## config.mk

```make
export PLATFORM = sky130hd
export DESIGN_NAME = dmem_arbiter_flat
export DESIGN_NICKNAME = d
export VERILOG_FILES = /design/src/rtl/dmem_arbiter_if.sv /design/src/rtl/dmem_arbiter.sv /design/src/flat_wrapper.sv
export SDC_FILE = /design/constraint.sdc
export NUM_CORES = 1
export LEC_CHECK = 0
export CAP_MARGIN = 20
export CELL_PAD_IN_SITES_DETAIL_PLACEMENT = 1
export CELL_PAD_IN_SITES_GLOBAL_PLACEMENT = 2
export CORE_MARGIN = 2
export CORE_UTILIZATION = 10
export CTS_BUF_LIST = sky130_fd_sc_hd__clkbuf_4 sky130_fd_sc_hd__clkbuf_8
export DETAILED_ROUTE_END_ITERATION = 7
export PLACE_DENSITY = 0.91
export SLEW_MARGIN = 20
export SYNTH_ARGS = -nofsm -noshare
export SYNTH_HDL_FRONTEND = slang
export SYNTH_SLANG_ARGS = --single-unit
```

## constraint.sdc

```tcl
create_clock -name clk -period 3.55 [get_ports clk]
set_clock_uncertainty 0.1 [all_clocks]
set_input_delay 0.71 -clock clk [delete_from_list [all_inputs] [get_ports clk]]
set_output_delay 0.71 -clock clk [all_outputs]
set_load 0.02 [all_outputs]
```

## src/rtl/dmem_arbiter_if.sv

```systemverilog
// =============================================================================
// dmem_arbiter_if : CPU, debug and single-port RAM signal bundle for dmem_arbiter
// Rev 1.0
// =============================================================================
`timescale 1ns/1ps
`default_nettype none

interface dmem_arbiter_if;
  logic        cpu_req;
  logic        cpu_we;
  logic [31:0] cpu_addr;
  logic [31:0] cpu_wdata;
  logic        cpu_stall;
  logic [31:0] cpu_rdata;
  logic        cpu_rvalid;

  logic        dbg_req;
  logic        dbg_we;
  logic [31:0] dbg_addr;
  logic [31:0] dbg_wdata;
  logic        dbg_gnt;
  logic [31:0] dbg_rdata;
  logic        dbg_rvalid;

  logic        mem_en;
  logic        mem_we;
  logic [29:0] mem_addr;
  logic [31:0] mem_wdata;
  logic [31:0] mem_rdata;

  logic        oor_err;

  modport slave (
    input  cpu_req, cpu_we, cpu_addr, cpu_wdata,
    input  dbg_req, dbg_we, dbg_addr, dbg_wdata,
    input  mem_rdata,
    output cpu_stall, cpu_rdata, cpu_rvalid,
    output dbg_gnt, dbg_rdata, dbg_rvalid,
    output mem_en, mem_we, mem_addr, mem_wdata,
    output oor_err
  );

  modport master (
    output cpu_req, cpu_we, cpu_addr, cpu_wdata,
    output dbg_req, dbg_we, dbg_addr, dbg_wdata,
    output mem_rdata,
    input  cpu_stall, cpu_rdata, cpu_rvalid,
    input  dbg_gnt, dbg_rdata, dbg_rvalid,
    input  mem_en, mem_we, mem_addr, mem_wdata,
    input  oor_err
  );
endinterface

`default_nettype wire

```

## src/rtl/dmem_arbiter.sv

```systemverilog
// =============================================================================
// dmem_arbiter : CPU/debug data-memory arbiter with debug starvation guard
// Rev 1.0
// =============================================================================
`timescale 1ns/1ps
`default_nettype none

module dmem_arbiter #(
  parameter int unsigned MEM_SIZE   = 384,
  parameter int unsigned STARVE_MAX = 4
) (
  input  wire logic     clk,
  input  wire logic     reset,
  dmem_arbiter_if.slave bus
);

  localparam logic [29:0] MEM_LIMIT  = 30'(MEM_SIZE);
  localparam logic [2:0]  STARVE_CAP = 3'(STARVE_MAX);

  typedef enum logic [1:0] {
    RET_NONE = 2'd0,
    RET_CPU  = 2'd1,
    RET_DBG  = 2'd2
  } ret_state_e;

  ret_state_e  ret_q, ret_d;
  logic        ret_oor_q, ret_oor_d;
  logic [2:0]  starve_cnt_q, starve_cnt_d;
  logic        oor_err_q, oor_err_d;

  logic        cpu_win, dbg_win, any_win, win_we, win_oor;
  logic [29:0] win_addr;
  logic [31:0] win_wdata;

  logic        unused_addr_lsbs;
  assign unused_addr_lsbs = ^{bus.cpu_addr[1:0], bus.dbg_addr[1:0]};

  // CPU has priority unless debug has been denied STARVE_MAX cycles in a row.
  always_comb begin
    cpu_win = 1'b0;
    dbg_win = 1'b0;
    if (bus.cpu_req && bus.dbg_req) begin
      if (starve_cnt_q == STARVE_CAP) dbg_win = 1'b1;
      else                            cpu_win = 1'b1;
    end else begin
      cpu_win = bus.cpu_req;
      dbg_win = bus.dbg_req;
    end
    any_win   = cpu_win | dbg_win;
    win_we    = dbg_win ? bus.dbg_we          : bus.cpu_we;
    win_addr  = dbg_win ? bus.dbg_addr[31:2]  : bus.cpu_addr[31:2];
    win_wdata = dbg_win ? bus.dbg_wdata       : bus.cpu_wdata;
    win_oor   = any_win && (win_addr >= MEM_LIMIT);
  end

  always_comb begin
    starve_cnt_d = 3'd0;
    if (bus.dbg_req && !dbg_win)
      starve_cnt_d = (starve_cnt_q >= STARVE_CAP) ? STARVE_CAP : starve_cnt_q + 3'd1;

    ret_d = RET_NONE;
    if (cpu_win && !bus.cpu_we)      ret_d = RET_CPU;
    else if (dbg_win && !bus.dbg_we) ret_d = RET_DBG;

    ret_oor_d = win_oor;
    oor_err_d = oor_err_q | win_oor;
  end

  always_ff @(posedge clk or negedge reset) begin
    if (!reset) begin
      ret_q        <= RET_NONE;
      ret_oor_q    <= 1'b0;
      starve_cnt_q <= 3'd0;
      oor_err_q    <= 1'b0;
    end else begin
      ret_q        <= ret_d;
      ret_oor_q    <= ret_oor_d;
      starve_cnt_q <= starve_cnt_d;
      oor_err_q    <= oor_err_d;
    end
  end

  // Out-of-range accesses never reach the RAM; their reads return zero.
  assign bus.mem_en    = any_win & ~win_oor;
  assign bus.mem_we    = bus.mem_en & win_we;
  assign bus.mem_addr  = bus.mem_en ? win_addr  : 30'd0;
  assign bus.mem_wdata = bus.mem_en ? win_wdata : 32'd0;

  assign bus.cpu_stall = bus.cpu_req & ~cpu_win;
  assign bus.dbg_gnt   = bus.dbg_req & dbg_win;

  assign bus.cpu_rvalid = (ret_q == RET_CPU);
  assign bus.dbg_rvalid = (ret_q == RET_DBG);
  assign bus.cpu_rdata  = (bus.cpu_rvalid && !ret_oor_q) ? bus.mem_rdata : 32'd0;
  assign bus.dbg_rdata  = (bus.dbg_rvalid && !ret_oor_q) ? bus.mem_rdata : 32'd0;

  assign bus.oor_err = oor_err_q;

endmodule

`default_nettype wire

```

## src/flat_wrapper.sv

```systemverilog
// flat-port wrapper written by rule: the top's interface ports become plain ports
module dmem_arbiter_flat 
#(
  parameter int unsigned MEM_SIZE   = 384,
  parameter int unsigned STARVE_MAX = 4
)
  (clk, reset, bus_cpu_req, bus_cpu_we, bus_cpu_addr, bus_cpu_wdata, bus_dbg_req, bus_dbg_we, bus_dbg_addr, bus_dbg_wdata, bus_mem_rdata, bus_cpu_stall, bus_cpu_rdata, bus_cpu_rvalid, bus_dbg_gnt, bus_dbg_rdata, bus_dbg_rvalid, bus_mem_en, bus_mem_we, bus_mem_addr, bus_mem_wdata, bus_oor_err);
  dmem_arbiter_if bus_i ();
  input  wire logic clk;
  input  wire logic reset;
  input wire logic [$bits(bus_i.cpu_req)-1:0] bus_cpu_req;
  input wire logic [$bits(bus_i.cpu_we)-1:0] bus_cpu_we;
  input wire logic [$bits(bus_i.cpu_addr)-1:0] bus_cpu_addr;
  input wire logic [$bits(bus_i.cpu_wdata)-1:0] bus_cpu_wdata;
  input wire logic [$bits(bus_i.dbg_req)-1:0] bus_dbg_req;
  input wire logic [$bits(bus_i.dbg_we)-1:0] bus_dbg_we;
  input wire logic [$bits(bus_i.dbg_addr)-1:0] bus_dbg_addr;
  input wire logic [$bits(bus_i.dbg_wdata)-1:0] bus_dbg_wdata;
  input wire logic [$bits(bus_i.mem_rdata)-1:0] bus_mem_rdata;
  output wire logic [$bits(bus_i.cpu_stall)-1:0] bus_cpu_stall;
  output wire logic [$bits(bus_i.cpu_rdata)-1:0] bus_cpu_rdata;
  output wire logic [$bits(bus_i.cpu_rvalid)-1:0] bus_cpu_rvalid;
  output wire logic [$bits(bus_i.dbg_gnt)-1:0] bus_dbg_gnt;
  output wire logic [$bits(bus_i.dbg_rdata)-1:0] bus_dbg_rdata;
  output wire logic [$bits(bus_i.dbg_rvalid)-1:0] bus_dbg_rvalid;
  output wire logic [$bits(bus_i.mem_en)-1:0] bus_mem_en;
  output wire logic [$bits(bus_i.mem_we)-1:0] bus_mem_we;
  output wire logic [$bits(bus_i.mem_addr)-1:0] bus_mem_addr;
  output wire logic [$bits(bus_i.mem_wdata)-1:0] bus_mem_wdata;
  output wire logic [$bits(bus_i.oor_err)-1:0] bus_oor_err;
  assign bus_i.cpu_req = bus_cpu_req;
  assign bus_i.cpu_we = bus_cpu_we;
  assign bus_i.cpu_addr = bus_cpu_addr;
  assign bus_i.cpu_wdata = bus_cpu_wdata;
  assign bus_i.dbg_req = bus_dbg_req;
  assign bus_i.dbg_we = bus_dbg_we;
  assign bus_i.dbg_addr = bus_dbg_addr;
  assign bus_i.dbg_wdata = bus_dbg_wdata;
  assign bus_i.mem_rdata = bus_mem_rdata;
  assign bus_cpu_stall = bus_i.cpu_stall;
  assign bus_cpu_rdata = bus_i.cpu_rdata;
  assign bus_cpu_rvalid = bus_i.cpu_rvalid;
  assign bus_dbg_gnt = bus_i.dbg_gnt;
  assign bus_dbg_rdata = bus_i.dbg_rdata;
  assign bus_dbg_rvalid = bus_i.dbg_rvalid;
  assign bus_mem_en = bus_i.mem_en;
  assign bus_mem_we = bus_i.mem_we;
  assign bus_mem_addr = bus_i.mem_addr;
  assign bus_mem_wdata = bus_i.mem_wdata;
  assign bus_oor_err = bus_i.oor_err;
  dmem_arbiter #(.MEM_SIZE(MEM_SIZE), .STARVE_MAX(STARVE_MAX)) u_core (.clk(clk), .reset(reset), .bus(bus_i));
endmodule
```

Word-level counts from Yosys, hierarchy flattened:

Cells that the tools add are included.

* $add $sub $neg: 1
* $lt $le $gt $ge: 2
* equal/unequal tests: 3
* multiplexer cells: 15
* bitwise operators: 8
* reductions and logical operators: 11

Operator list (number)
* 32-bit two-way mux: 4
* 30-bit two-way mux: 2
* 30-bit by 9-bit >= comparator with 1-bit output (second input constant): 1
* 1-bit logical AND: 7
* 3-bit two-way mux: 2
* 1-bit two-way mux: 5
* 1-bit AND: 4
* 1-bit zero test: 4
* 2-bit two-way mux: 2
* 3-bit by 1-bit adder with 3-bit output (second input constant): 1
* 3-bit == test (second input constant): 1
* 3-bit >= comparator (second input constant): 1
* 2-bit by 1-bit == test with 1-bit output (second input constant): 1
* 2-bit == test (second input constant): 1
* 1-bit inverter: 2
* 1-bit OR: 2

* register bits: 7
* input port bits: 166
* output and inout bits: 133

Longest topological paths before layout:

Gate-level depths: netlist of the first run.

* depth after elaboration: 9
* gate-level depth with buffers: 10
* depth with buffers taken out: 7

Least setup slack after synthesis of the first run:

No wires, ideal clock.

* path type: input to output
* start point: input bus_cpu_req
* end point: output bus_mem_wdata[10]
* arrival time: 2.170 ns
* setup slack: 0.570 ns
* cell stages on the path: 8
* path through: a21boi_2 -> nand2b_4 -> buf_6 -> or3_1 -> a21o_1 -> buf_6 -> buf_6 -> a21oi_2

* cells in the longest elaborated chain, start to end: 8
* elaborated cells between the ends (all ways): 11

Ends and longest elaborated chain
* start, declared: RTL line flat_wrapper.sv:11 `input wire logic [$bits(bus_i.cpu_req)-1:0] bus_cpu_req;`
* 1-bit logical AND: RTL line dmem_arbiter.sv:42 `if (bus.cpu_req && bus.dbg_req) begin`
* 1-bit two-way mux: RTL line dmem_arbiter.sv:42
* 30-bit two-way mux: RTL line dmem_arbiter.sv:51 `win_addr = dbg_win ? bus.dbg_addr[31:2] : bus.cpu_addr[31:2];`
* 30-bit by 9-bit >= comparator with 1-bit output: RTL line dmem_arbiter.sv:53 `win_oor = any_win && (win_addr >= MEM_LIMIT);`
* 1-bit logical AND: RTL line dmem_arbiter.sv:53
* 1-bit inverter: RTL line dmem_arbiter.sv:84 `assign bus.mem_en = any_win & ~win_oor;`
* 1-bit AND: RTL line dmem_arbiter.sv:84
* 32-bit two-way mux *: RTL line dmem_arbiter.sv:87 `assign bus.mem_wdata = bus.mem_en ? win_wdata : 32'd0;`
* end, declared: RTL line flat_wrapper.sv:29 `output wire logic [$bits(bus_i.mem_wdata)-1:0] bus_mem_wdata;`

Mark *: on every way between the ends. The rest lies on a longest branch, timed or not.

Final worst setup path of the first run:

* start point: input bus_dbg_addr[13]
* end point: output bus_mem_addr[1]

* cells in the longest elaborated chain, start to end: 6

Ends and longest elaborated chain
* start, declared: RTL line flat_wrapper.sv:17 `input wire logic [$bits(bus_i.dbg_addr)-1:0] bus_dbg_addr;`
* 30-bit two-way mux: RTL line dmem_arbiter.sv:51
* 30-bit by 9-bit >= comparator with 1-bit output: RTL line dmem_arbiter.sv:53
* 1-bit logical AND: RTL line dmem_arbiter.sv:53
* 1-bit inverter: RTL line dmem_arbiter.sv:84
* 1-bit AND: RTL line dmem_arbiter.sv:84
* 30-bit two-way mux: RTL line dmem_arbiter.sv:86 `assign bus.mem_addr = bus.mem_en ? win_addr : 30'd0;`
* end, declared: RTL line flat_wrapper.sv:28 `output wire logic [$bits(bus_i.mem_addr)-1:0] bus_mem_addr;`

Every way passes these cells.

==> results of run 1 <==
[stage by stage]
| step | setup TNS [ns] | std cells | hold WS, ns | worst slack (ns) | cell area (um2) |
|---|---|---|---|---|---|
| finish | 0 | 797 | 0.382 | 0.0880 | 4910 |
| global route | 0 | 797 | 0.404 | 0.00206 | 4910 |
| CTS | -0.597 | 797 | 0.387 | -0.0469 | 4820 |
| detailed placement | -25.66 | 792 | 0.379 | -0.663 | 4840 |
| global placement | -25.99 | 792 | 0.360 | -0.657 | 4840 |
| floorplan | 0 | 313 | 0.314 | 0.570 | 1920 |
[cells in the mapped netlist (all sizes together) (2+ instances only)]
cell / count / area (um2)
a21o: 2 / 15.0
a21oi: 43 / 362
inv: 7 / 26.3
nor3: 4 / 20.0
nor4: 8 / 50.1
nand2: 91 / 342
and2: 64 / 400
clkbuf: 14 / 52.6
ha: 2 / 25.0
nor2b: 4 / 25.0
nor2: 6 / 22.5
buf: 27 / 225
dfrtp: 7 / 175
[where the power goes]
part	total (W)	internal, W	switching, W
combinational	0.000338	0.000206	0.000132
clock	0.000120	0.0000853	0.0000344
sequential	0.0000846	0.0000829	0.00000175
[metal layers]
layer | vias to the layer above | routed length [um] | global-route usage
li1 | 1446 | - | -
met1 | 1292 | 4190 | 0.115
met2 | 193 | 6030 | 0.218
met3 | 8 | 1120 | 0.0274
met4 | 0 | 112 | 0.0200
met5 | - | 0 | 0
[worst paths after layout]
path,cells after the start,to,from,slack (ns)
worst max-delay path,8,bus_mem_addr[1],bus_dbg_addr[13],0.09
worst min-delay path,1,u_core.starve_cnt_q[0],u_core.starve_cnt_q[0],0.38
worst max register to register,7,u_core.bus.oor_err,u_core.starve_cnt_q[0],1.73
worst min register to register,1,u_core.starve_cnt_q[0],u_core.starve_cnt_q[0],0.38
max in group asynchronous,1,u_core.ret_oor_q,reset,2.49
min in group asynchronous,1,u_core.starve_cnt_q[1],reset,0.63
[what timing repair did]
item / in CTS / in global routing
gates resized for setup: 201 / 30
pin swaps: 3 / 5
hold buffers: 0 / 0
cloned: 1 / 0
endpoints found under the setup margin: 44 / 43
[critical path, delay by kind of cell]
family	cells	cell delay, ns
simple gates	3	0.79
buf+inv	3	0.76
compound gates	2	0.39
[logic make-up (layout without fill, tap and decap cells)]
family,Yosys count,after routing
muxes,1,1
buffers and inverters,49,304
adders and majority gates,2,2
and+or+nand+nor,184,184
AOI/OAI and AO/OA,49,49
other,1,21
DFF,7,7
[registers in the layout, summed over array words and instances, names as in the netlist]
| register | flops |
|---|---|
| u_core.bus.oor_err | 1 |
| u_core.ret_oor_q | 1 |
| u_core.ret_q | 2 |
| u_core.starve_cnt_q | 3 |
[cell type report]
cell class	count	area [um2]
fill	2198	13100
timing repair buffer	292	2830
clock buffer	4	48.8
inverter	8	30.0
sequential	7	175
multi-input combinational	257	1540
tap	229	287
[cells in the final DEF, fill, tap and decap left out, types with 2 or more instances in the layout]
cell type | synthesis | routed
buf_4 | 21 | 26
a21oi_2 | 39 | 37
buf_12 | 0 | 3
nor4_2 | 0 | 3
clkdlybuf4s50_1 | 0 | 226
inv_1 | 7 | 7
ha_1 | 2 | 2
conb_1 | 1 | 21
dlymetal6s2s_1 | 0 | 3
nor2_1 | 6 | 6
a21oi_4 | 0 | 4
nor4_1 | 8 | 3
nor4_4 | 0 | 2
nand2_1 | 91 | 91
nor2b_1 | 4 | 4
a21oi_1 | 4 | 2
and2_1 | 64 | 64
buf_2 | 0 | 19
nor3_1 | 4 | 4
dfrtp_1 | 7 | 7
clkbuf_8 | 0 | 3
buf_8 | 0 | 2
buf_6 | 6 | 10
==> results.yml, run 1 <==
outcome:
  status: "complete, no violations"
route:
  detail-route-antenna-nets: 0
  totalWireLength_mm: 11.5
  route.detailed.wl_per_inst_um: 14.4
  drc: 0
  via_count: 2939
  vias_per_cell: 3.69
  drt_iter0_drc: 31
  drtPass1Iterations: 3
logic_synthesis:
  synth_simple_gate_area_frac: 0.495
  avgSynthCellArea_um2: 6.30
  ys_seq_area_frac: 0.0949
  synth.distinct_cells: 29
  muxShareOfSynthArea: 0.00542
  synth_edf_count: 0
  yosys.area_share.adder: 0.0136
  ys_ff_latch: 7
  async_flop_share: 1.00
  synth.cell_area_um2: 1850
  synth-compound-area-share: 0.222
  netlist_instances: 293
  ys_warn_count: 0
  synth_top_family_by_area: "simple AND/OR/NAND/NOR gates"
  synthFlopType: "dfrtp_1"
  synth_xor_area_frac: 0
power_and_ir_drop:
  peakVddDrop_mv: 0.110
  power_leakage_nw: 2.01
  fin_total_pwr_w: 0.000542
  p_per_area_nw_per_um2: 110
cells_and_area:
  final_core_util: 0.273
  syn_to_final_growth_pct: 166
  drive_above_1_share: 0.204
  n_antenna_cell: 0
  nNetsFinal: 737
setup_path:
  crit_path_end_kind: "output pin"
  critical_path.max_fanout: 13
  max_stage_delay_ns: 0.43
  arrival_ns: 2.65
  critPathKind: "primary input to output pin"
  crit_required_ns: 2.74
  path_cells: "clkdlybuf4s50_1, nor4_2, nand2_1, or3_4, a21o_4, buf_12, a21oi_2, buf_4"
  cp-start-kind: "primary input"
  slowest_stage: "clkdlybuf4s50_1"
die:
  die_h_um: 140
  core.rowCount: 49
  initial_core_util: 0.102
  core-area_um2: 18000
  dieArea_um2: 19600
  die_x_um: 140
  ios: 299
global_routing:
  overflow: 0
  grt_pass1_wl_mm: 17.1
  grt.total_usage: 0.109
  grt_start_max_net_pins: 37
  grt_pass1_vias: 3163
  antenna_found_initial: 0
clocking:
  cts-htree-levels: 1
  clkSlewWorstSetupHoldPaths_ns: 0.04
  cts_tree: "done"
  cts_buffers: 3
  cts-root-buf: "clkbuf_8"
  cts_buffer_depth: 2
  post-cts-setup-buffers: 0
  clock_latency_ns: 0.23
  cts.sinks: 7
run:
  max-cap-violations: 0
sta:
  post-route-period-util: 0.975
  rsz0062_at_grt: "false"
  final_hold_viol_count: 0
  fin_crit_ns: 3.46
  slew_violations: 0
  finalSetupViolations: 0
  max_clock_freq_ghz: 0.289
min_path:
  min_path_type: "register to register"
placement:
  gp_congestion: 0.728
  io_buffers: 273
  hpwl_mm: 9.94
(Power assumes the default switching activity.)
==> inputs of run 2 (changes only) <==
Settings changed: SETUP_SLACK_MARGIN set to 0.02, TNS_END_PERCENT set to 1.
==> results.yml, run 2 (synthesis results as in run 1) <==
outcome:
  status: "complete, no violations"
clocking:
  cts-htree-levels: 1
  cts_buffers: 3
  cts_tree: "done"
  holdBufCountCts: 0
  cts-root-buf: "clkbuf_8"
  post-cts-setup-buffers: 0
  clock_latency_ns: 0.23
  cts.sinks: 7
  clkSlewWorstSetupHoldPaths_ns: 0.04
  cts_buffer_depth: 2
cells_and_area:
  largest_register_ffs: 3
  n_antenna_cell: 0
  final_cell_mix: "clkdlybuf4s50_1 (222), nand2_1 (91), and2_1 (64), a21oi_2 (36), buf_4 (33)"
  drive_above_1_share: 0.209
  final_core_util: 0.275
  n_fill_cell: 2188
  seq_area_um2: 175
  nNetsFinal: 739
  layout_commonest_cell: "clkdlybuf4s50_1"
  multiInputGateArea_um2: 1550
  regMostFlops: "u_core.starve_cnt_q"
  reg_top3: "u_core.starve_cnt_q (3), u_core.ret_q (2)"
  syn_to_final_growth_pct: 169
die:
  core.rowCount: 49
  core-area_um2: 18000
  ios: 299
  initial_core_util: 0.102
  dieArea_um2: 19600
  die_x_um: 140
  die_h_um: 140
route:
  detail-route-antenna-nets: 0
  vias_per_cell: 3.72
  drtPass1Iterations: 4
  via_count: 2969
  route.detailed.wl_per_inst_um: 14.6
  drc: 0
  drt_iter0_drc: 27
  totalWireLength_mm: 11.7
power_and_ir_drop:
  p_comb_frac: 0.624
  pwr-share-seq: 0.156
  peakVddDrop_mv: 0.110
  power_leakage_nw: 2.07
  intPower_w: 0.000373
  switching_share: 0.312
  fin_total_pwr_w: 0.000543
  pwr-share-clk: 0.220
  p_per_area_nw_per_um2: 109
  p_switching_w: 0.000170
min_path:
  min_path_type: "register to register"
  hold_depth: 1
global_routing:
  antenna_found_initial: 0
  grt_pass1_wl_mm: 16.8
  grtUsageMet1: 0.114
  grt.total_usage: 0.107
  grt_start_max_net_pins: 37
  grt_use_met2: 0.212
  top_usage_layer: "met2"
  overflow: 0
  grtUsageMet3: 0.0274
  grt_pass1_vias: 3147
sta:
  rsz0062_at_grt: "false"
  final_hold_viol_count: 0
  max_clock_freq_ghz: 0.291
  slew_violations: 0
  finalSetupViolations: 0
  fin_crit_ns: 3.44
  post-route-period-util: 0.968
  setup_ws_ns: 0.113
setup_path:
  path_cells: "clkdlybuf4s50_1, nor4_2, nand2_1, or3_4, a21o_4, clkbuf_16, a21oi_2, buf_4"
  critPathKind: "primary input to output pin"
  critical_path.max_fanout: 7
  cp-start-kind: "primary input"
  arrival_ns: 2.63
  crit_required_ns: 2.74
  reg2reg_depth: 7
  crit_path_end_kind: "output pin"
  slowest_stage: "clkdlybuf4s50_1"
  max_stage_delay_ns: 0.43
placement:
  hpwl_mm: 9.94
  io_buffers: 273
  dp_slack_ns: -0.663
  gp_congestion: 0.728
run:
  max-cap-violations: 0
-- run 2: area by class of cell --
| cell class | instances | share of cell area |
|---|---|---|
| Inverter | 8 | 0.00605 |
| Sequential cell | 7 | 0.0353 |
| Clock buffer | 4 | 0.00983 |
| Multi-Input combinational cell | 257 | 0.313 |
| Tap cell | 229 | 0.0577 |
| Timing Repair Buffer | 294 | 0.578 |
-- run 2: routing by layer --
layer	wire (um)	vias up
met2	6150	197
met4	98	0
met1	4280	1314
met5	0	-
li1	-	1450
met3	1160	8
-- run 2: repair_timing --
item / 4_1_cts / 5_1_grt
pin swaps: 1 / 10
setup endpoints to repair: 44 / 43
gates cloned: 0 / 3
resized for setup: 186 / 49
-- run 2: critical path, delay by kind of cell --
family          cells  cell delay, ns
simple gates        3            0.74
buf+inv             3            0.77
compound gates      2            0.39
-- run 2: path summary, 6_finish.rpt --
| kind | to | startpoint | slack (ns) |
|---|---|---|---|
| worst max-delay path | bus_mem_wdata[31] | bus_dbg_addr[21] | 0.11 |
| worst min-delay path | u_core.starve_cnt_q[0] | u_core.starve_cnt_q[0] | 0.38 |
| worst max register to register | u_core.bus.oor_err | u_core.starve_cnt_q[0] | 1.73 |
| worst min register to register | u_core.starve_cnt_q[0] | u_core.starve_cnt_q[0] | 0.38 |
| max in group asynchronous | u_core.ret_oor_q | reset | 2.49 |
| min in group asynchronous | u_core.starve_cnt_q[1] | reset | 0.63 |
-- run 2: power by group through the flow --
| stage | clock network [W] | logic (W) | registers (W) |
|---|---|---|---|
| after floorplan | 0 | 0.000115 | 0.0000851 |
| after global placement | 0 | 0.000332 | 0.0000854 |
| after detailed placement | 0 | 0.000336 | 0.0000857 |
| after CTS | 0.000122 | 0.000339 | 0.0000847 |
| after global routing | 0.000128 | 0.000368 | 0.0000848 |
| final | 0.000120 | 0.000339 | 0.0000847 |
-- run 2: through the flow --
step                std cells  hold WS (ns)  instance area, um2   TNS (ns)
floorplan                 313         0.314                1920          0
global placement          792         0.360                4840     -25.99
detailed placement        792         0.379                4840     -25.66
CTS                       796         0.387                4730  -0.000447
global route              799         0.404                4960          0
finish                    799         0.382                4960          0
